===== config.mk =====
export PLATFORM = sky130hd
export DESIGN_NAME = ctrl_decode_stage
export DESIGN_NICKNAME = d
export VERILOG_FILES = /design/src/rtl/ctrl_decode_stage.sv
export SDC_FILE = /design/constraint.sdc
export NUM_CORES = 1
export LEC_CHECK = 0
export BUFFER_PORTS_ARGS = -buffer_cell sky130_fd_sc_hd__buf_2
export CORE_UTILIZATION = 49
export CTS_BUF_LIST = sky130_fd_sc_hd__clkbuf_16
export CTS_CLUSTER_DIAMETER = 40
export DETAILED_ROUTE_END_ITERATION = 16
export PLACE_DENSITY = 0.95
export SYNTH_ARGS = -nofsm -noshare
export SYNTH_HDL_FRONTEND = slang
export SYNTH_SLANG_ARGS = --single-unit

===== constraint.sdc =====
create_clock -name clk -period 3.7 [get_ports clk]
set_input_delay 0.74 -clock clk [delete_from_list [all_inputs] [get_ports clk]]
set_output_delay 0.74 -clock clk [all_outputs]
set_load 0.02 [all_outputs]

===== src/rtl/ctrl_decode_stage.sv =====
// Registered RV32I main control decoder between IF/ID and ID/EX, with valid/ready, stall and flush.
// Define MULDIV_EN to decode M-extension ops and hold them MULDIV_CYCLES cycles in the HOLD state.
module ctrl_decode_stage #(
    parameter int unsigned MULDIV_CYCLES = 4,
    parameter int unsigned CNT_W         = 3
) (
    input  logic        clk,
    input  logic        rst,
    input  logic        in_valid,
    output logic        in_ready,
    input  logic [31:0] instr,
    input  logic        stall,
    input  logic        flush,
    output logic        out_valid,
    output logic        RegWrite,
    output logic        ALUSrc,
    output logic        ALUASrc,
    output logic        MemWrite,
    output logic        Branch,
    output logic        Jump,
    output logic        JumpReg,
    output logic [2:0]  ImmSrc,
    output logic [1:0]  ResultSrc,
    output logic [1:0]  ALUOp,
    output logic        MulDiv,
    output logic        illegal,
    output logic        busy
);

    localparam logic [6:0] OP_LOAD  = 7'b0000011;
    localparam logic [6:0] OP_STORE = 7'b0100011;
    localparam logic [6:0] OP_R     = 7'b0110011;
    localparam logic [6:0] OP_IALU  = 7'b0010011;
    localparam logic [6:0] OP_BR    = 7'b1100011;
    localparam logic [6:0] OP_JAL   = 7'b1101111;
    localparam logic [6:0] OP_JALR  = 7'b1100111;
    localparam logic [6:0] OP_LUI   = 7'b0110111;
    localparam logic [6:0] OP_AUIPC = 7'b0010111;

    localparam bit               HOLD_EN  = (MULDIV_CYCLES > 1);
    localparam logic [CNT_W-1:0] CNT_LOAD = CNT_W'(MULDIV_CYCLES - 1);

    typedef enum logic {
        S_IDLE = 1'b0,
        S_HOLD = 1'b1
    } state_t;

    typedef struct packed {
        logic       illegal;
        logic       muldiv;
        logic       reg_write;
        logic       alu_src;
        logic       alua_src;
        logic       mem_write;
        logic       branch;
        logic       jump;
        logic       jump_reg;
        logic [2:0] imm_src;
        logic [1:0] result_src;
        logic [1:0] alu_op;
    } ctrl_t;

    logic [6:0]       w_op;
    logic [2:0]       w_f3;
    logic [6:0]       w_f7;
    logic             w_unused_instr;
    logic             w_accept;
    ctrl_t            w_dec;
    ctrl_t            w_ctrl_nxt;
    ctrl_t            r_ctrl;
    state_t           r_state;
    state_t           w_state_nxt;
    logic [CNT_W-1:0] r_cnt;
    logic [CNT_W-1:0] w_cnt_nxt;
    logic             r_valid;
    logic             w_valid_nxt;

    assign w_op           = instr[6:0];
    assign w_f3           = instr[14:12];
    assign w_f7           = instr[31:25];
    assign w_unused_instr = ^{instr[24:15], instr[11:7]};

    assign in_ready = !stall && (r_state == S_IDLE);
    assign w_accept = in_valid && in_ready && !flush;

    // Opcode/funct decode; funct-level illegal encodings clear every control bit
    always_comb begin
        w_dec = '0;
        case (w_op)
            OP_LOAD: begin
                w_dec.reg_write  = 1'b1;
                w_dec.alu_src    = 1'b1;
                w_dec.result_src = 2'b01;
            end
            OP_STORE: begin
                w_dec.alu_src   = 1'b1;
                w_dec.mem_write = 1'b1;
                w_dec.imm_src   = 3'b001;
            end
            OP_R: begin
                if (w_f7 == 7'b0000000 || w_f7 == 7'b0100000) begin
                    w_dec.reg_write = 1'b1;
                    w_dec.alu_op    = 2'b10;
`ifdef MULDIV_EN
                end else if (w_f7 == 7'b0000001) begin
                    w_dec.reg_write = 1'b1;
                    w_dec.muldiv    = 1'b1;
                    w_dec.alu_op    = 2'b10;
`endif
                end else begin
                    w_dec.illegal = 1'b1;
                end
            end
            OP_IALU: begin
                w_dec.reg_write = 1'b1;
                w_dec.alu_src   = 1'b1;
                w_dec.imm_src   = 3'b100;
                w_dec.alu_op    = 2'b11;
            end
            OP_BR: begin
                if (w_f3 == 3'b010 || w_f3 == 3'b011) begin
                    w_dec.illegal = 1'b1;
                end else begin
                    w_dec.branch  = 1'b1;
                    w_dec.imm_src = 3'b010;
                    w_dec.alu_op  = 2'b01;
                end
            end
            OP_JAL: begin
                w_dec.reg_write  = 1'b1;
                w_dec.jump       = 1'b1;
                w_dec.imm_src    = 3'b011;
                w_dec.result_src = 2'b10;
            end
            OP_JALR: begin
                if (w_f3 != 3'b000) begin
                    w_dec.illegal = 1'b1;
                end else begin
                    w_dec.reg_write  = 1'b1;
                    w_dec.jump       = 1'b1;
                    w_dec.jump_reg   = 1'b1;
                    w_dec.alu_src    = 1'b1;
                    w_dec.result_src = 2'b10;
                end
            end
            OP_LUI: begin
                w_dec.reg_write  = 1'b1;
                w_dec.imm_src    = 3'b101;
                w_dec.result_src = 2'b11;
            end
            OP_AUIPC: begin
                w_dec.reg_write = 1'b1;
                w_dec.alu_src   = 1'b1;
                w_dec.alua_src  = 1'b1;
                w_dec.imm_src   = 3'b101;
            end
            default: begin
                w_dec.illegal = 1'b1;
                w_dec.imm_src = 3'b101;
            end
        endcase
    end

    always_ff @(posedge clk or posedge rst) begin
        if (rst) begin
            r_state <= S_IDLE;
            r_cnt   <= '0;
            r_valid <= 1'b0;
            r_ctrl  <= '0;
        end else begin
            r_state <= w_state_nxt;
            r_cnt   <= w_cnt_nxt;
            r_valid <= w_valid_nxt;
            r_ctrl  <= w_ctrl_nxt;
        end
    end

    // Next state: flush beats stall; stall freezes everything; HOLD releases the op as the count expires
    always_comb begin
        w_state_nxt = r_state;
        w_cnt_nxt   = r_cnt;
        w_valid_nxt = r_valid;
        w_ctrl_nxt  = r_ctrl;
        if (flush) begin
            w_state_nxt = S_IDLE;
            w_cnt_nxt   = '0;
            w_valid_nxt = 1'b0;
        end else if (!stall) begin
            case (r_state)
                S_IDLE: begin
                    if (w_accept) begin
                        w_ctrl_nxt = w_dec;
                        if (w_dec.muldiv && HOLD_EN) begin
                            w_state_nxt = S_HOLD;
                            w_cnt_nxt   = CNT_LOAD;
                            w_valid_nxt = 1'b0;
                        end else begin
                            w_valid_nxt = 1'b1;
                        end
                    end else begin
                        w_valid_nxt = 1'b0;
                    end
                end
                S_HOLD: begin
                    if (r_cnt <= CNT_W'(1)) begin
                        w_state_nxt = S_IDLE;
                        w_cnt_nxt   = '0;
                        w_valid_nxt = 1'b1;
                    end else begin
                        w_cnt_nxt = r_cnt - CNT_W'(1);
                    end
                end
                default: w_state_nxt = S_IDLE;
            endcase
        end
    end

    assign out_valid = r_valid;
    assign RegWrite  = r_ctrl.reg_write;
    assign ALUSrc    = r_ctrl.alu_src;
    assign ALUASrc   = r_ctrl.alua_src;
    assign MemWrite  = r_ctrl.mem_write;
    assign Branch    = r_ctrl.branch;
    assign Jump      = r_ctrl.jump;
    assign JumpReg   = r_ctrl.jump_reg;
    assign ImmSrc    = r_ctrl.imm_src;
    assign ResultSrc = r_ctrl.result_src;
    assign ALUOp     = r_ctrl.alu_op;
    assign illegal   = r_ctrl.illegal;
`ifdef MULDIV_EN
    assign MulDiv    = r_ctrl.muldiv;
    assign busy      = (r_state == S_HOLD);
`else
    assign MulDiv    = 1'b0;
    assign busy      = 1'b0;
`endif

endmodule


Word-level counts from Yosys, hierarchy flattened
Index checks and enable logic that the tools add are counted.

Add/sub/neg operators: 1. Multiply operators: 0. Divide/modulo/power cells: 0. $lt $le $gt $ge: 1. Eq/ne operators: 15. Shifts and indexed selects: 0. Multiplexer cells: 34. Bitwise logic cells: 3. Reductions and logical operators: 16.

Operator list (count): $eq 7x6->1 const B (4); $eq 7x7->1 const B (3); $mux 1 (17); $pmux 3 s5 (1); $eq 7x5->1 const B (2); $mux 3 (4); $mux 2 (4); $pmux 1 s2 (4); $pmux 2 s4 (1); $eq 7x2->1 const B (1); $logic_not 7->1 (1); $eq 3x2->1 const B (2); $pmux 2 s3 (1); $reduce_or 6->1 (1); $reduce_or 5->1 (1); $pmux 1 s4 (1); $reduce_and 2->1 (2); $reduce_and 4->1 (1); $reduce_or 4->1 (1); $le 3x1->1 const B (1); $logic_and 1x1->1 (3); $ne 3x2->1 const B (1); $not 1->1 (3); $pmux 1 s3 (1); 7 further kinds (9).

Register bits: 20. Bits in latches: 0. Memory bits (writable): 0. Memory bits (read-only): 0. Output and inout port bits: 19. Word-level logic and storage cells: 84. Memories: 0.

Longest topological paths before layout
Depth after elaboration: 8. Gate-level depth with buffers: 5. Mapped depth without buffers: 5.

Worst setup path after synthesis
OpenSTA, ideal clock, no wires.

Kind: input-to-output. Start: input port stall. End: output port in_ready. Arrival time: 0.963 ns. Slack: 1.997 ns. Cell stages on the path: 1. Path through: nor2_2.

Word-level cells in the longest chain between the ends: 2.

RTL lines: start, declared (RTL line 12) `input logic stall,`; $logic_not 1->1; $logic_and 1x1->1 (RTL line 83) `assign in_ready = !stall && (r_state == S_IDLE);`; end, declared (RTL line 10) `output logic in_ready,`.

No other way between the ends.

Worst setup path in the final report
Same ends and word-level chain as after synthesis.

==> qor.yml <==
run_status:
  status: "finished clean"
pwr:
  pwr-share-clk_pct: 40.6
  p_comb_share_pct: 16.3
  sw_frac_of_total_pct: 25.77
  internal_power_uw: 404.1
  pwr-share-seq_pct: 43.1
  powerDensity_nw_per_um2: 374.4
  p_leak_uw: 0.0006769
  worst_ir_drop_vdd_uv: 315.7
  p_sw_uw: 140.3
placement:
  placedInstanceArea_um2: 1379
  place.gp.congestion: 0.9551
  hpwl_um: 2136
  io_buffers: 37
synth:
  mappedNetlistArea_um2: 1200
  ys_warn_count: 0
  synth_common_cells: "dfrtp_1 (20), nand2_1 (20), nor2_1 (16)"
  synth_top_area_share_pct: 41.71
  yosysSeqAreaShare_pct: 41.71
  synthCells: 132
  ys.flop_type: "dfrtp_1"
  netlist-cell-type-count: 43
  synth_edf_count: 0
  async_flop_share_pct: 100.0
  ys_top_cells_by_area: "dfrtp_1 (42%), nand2_1 (6.3%), nor2_1 (5.0%), a21oi_1 (3.3%), buf_4 (2.5%)"
  synth_seq_cells: 20
  syn_area_per_cell_um2: 9.090
  yosys.area.top_type: "dfrtp_1"
detailed_routing:
  drc: 0
  first_pass_iters: 4
  totalWireLength_um: 2805
  drtAntennaViolNets: 0
  vias: 1093
  post_drt_wl_per_cell_um: 14.46
  drt-vias-per-instance: 5.634
  drtIter0Drc: 38
worst_hold_path:
  min_path_type: "flop to flop"
  hold_end: "ImmSrc[2]"
  hold_start: "ImmSrc[2]"
  whs_path_depth: 2
clock_network:
  clockRootBuffer: "clkbuf_16"
  numCtsBuffers: 3
  cts.clk_slew.worst_paths_ns: 0.05
  htreeDepth: 1
  postCtsSetupRepairBufs: 0
  cts_tree: "done"
  cts_buffer_depth: 2
  clock_latency_ns: 0.25
  cts_hold_buf: 0
  cts-resized-gates: 0
  clock-sinks: 20
floorplan:
  ios: 56
  start_util_pct: 53.22
  coreArea_um2: 2255
  num_rows: 17
  die_w_um: 51.49
  dieHeight_um: 51.49
  design.die.area_um2: 2651
finish:
  area_delta_synth_final_pct: 21.17
  diodes: 0
  nNetsFinal: 207
  fin_util_pct: 64.48
  fin_area_um2: 1454
  drive_gt1_share_pct: 30.72
setup_path:
  timing.rr.start: "r_state"
  reg2reg_to: "illegal"
  crit_fanout: 7
  critPathArrivalTime_ns: 1.20
  reg2reg_depth: 4
  r2r_slack_ns: 2.11
  end_kind: "output port"
  critPathKind: "input pin to output port"
  critical_path_required_ns: 2.96
  setup.worst_path.start_class: "input pin"
grt:
  antenna_found_initial: 0
  busiest_layer: "met2"
  grt_pass1_wl_um: 4685
  grt.total_usage_pct: 25.08
  grt_pass1_vias: 1024
  grt_max_degree: 21
  grt_use_met3_pct: 5.952
  met2_usage_pct: 44.16
  grt.overflow.total: 0
  use_met1_pct: 28.92
sta:
  setup_viol: 0
  slew_violations: 0
  finClkSkew_ns: 0.001081
  slew_headroom_pct: 49.03
  final-hold-violation-count: 0
  max_slew.worst_pin.slew_ns: 0.7637
  fin_setup_tns_ns: 0
  fmax_mhz: 514.9
  post-route-min-period_ns: 1.942
  rsz0062_at_grt: "false"
  min_period_over_period_pct: 52.49
run:
  maxCapViolations: 0
metal layers:
metal | vias up | routed length, um
li1 | 530 | -
met5 | - | 0
met2 | 40 | 1471
met4 | 0 | 43
met3 | 5 | 164
met1 | 518 | 1126
worst max-delay path, stage by stage:
cell and delay [ns]:
buf_2 0.15, nor2_2 0.13, buf_2 0.18
placed cells by master (no fill, tap or decap), types with 2 or more instances in the layout:
cell type	n
nor2_1	16
o21a_1	2
and2_1	2
nand2_1	20
o21ai_1	2
a22o_1	2
nor2b_1	3
nand2b_1	2
clkbuf_16	3
nand4bb_1	2
conb_1	2
inv_1	4
a31oi_1	2
dfrtp_1	20
a21oi_1	8
nand3_1	2
buf_2	37
nor2_2	2
nor3_1	4
or3_1	4
o21ai_0	3
ha_1	2
o22a_1	2
state kept, by name, indices dropped and copies added, names as in the netlist, 2 cells and up:
register	flops
r_cnt	3
ALUOp	2
ResultSrc	2
ImmSrc	3
logic make-up after synthesis:
family	Yosys count	synth area share [%]
buffers and inverters	11	5.005
flip-flops	20	41.71
adder cells (fa/ha/maj)	2	2.085
AND/OR/NAND/NOR	67	31.60
AO/OA/AOI/OAI	31	19.29
other	1	0.3125
power groups by stage:
stage	Sequential, uW	Clock (uW)	Combinational [uW]
floorplan	251	0	45.7
global placement	238	0	85.5
detailed placement	238	0	88.9
CTS	234	224	89.6
global route	236	233	97.3
finish	235	221	88.9
worst max-delay path by stage:
stage               slack [ns]  startpoint  cells after the start  endpoint
finish                    1.76       stall                      3  in_ready
global route              1.74       stall                      3  in_ready
CTS                       1.76       stall                      3  in_ready
detailed placement        1.73       stall                      5   illegal
global placement          1.77       flush                      4   illegal
floorplan                 2.00       stall                      1  in_ready
final cells by class:
type                       count  area, um^2
fill                         203       800.8
multi-input combinational    102       643.1
sequential                    20       500.5
timing repair buffer          37       185.2
clock buffer                   3       75.07
tap                           28       35.03
inverter                       4       15.01
metrics by stage:
| step | hold slack [ns] | std cells | power (uW) | worst slack, ns |
|---|---|---|---|---|
| after floorplan | 0.5078 | 133 | 296.9 | 1.997 |
| after global placement | 0.4475 | 191 | 323.2 | 1.771 |
| after CTS | 0.4803 | 194 | 547.7 | 1.757 |
| after detailed placement | 0.4686 | 191 | 327.1 | 1.726 |
| final | 0.4764 | 194 | 544.3 | 1.758 |
| after global routing | 0.5047 | 194 | 566.4 | 1.738 |
Note: power is estimated with default switching activity, not from simulation.
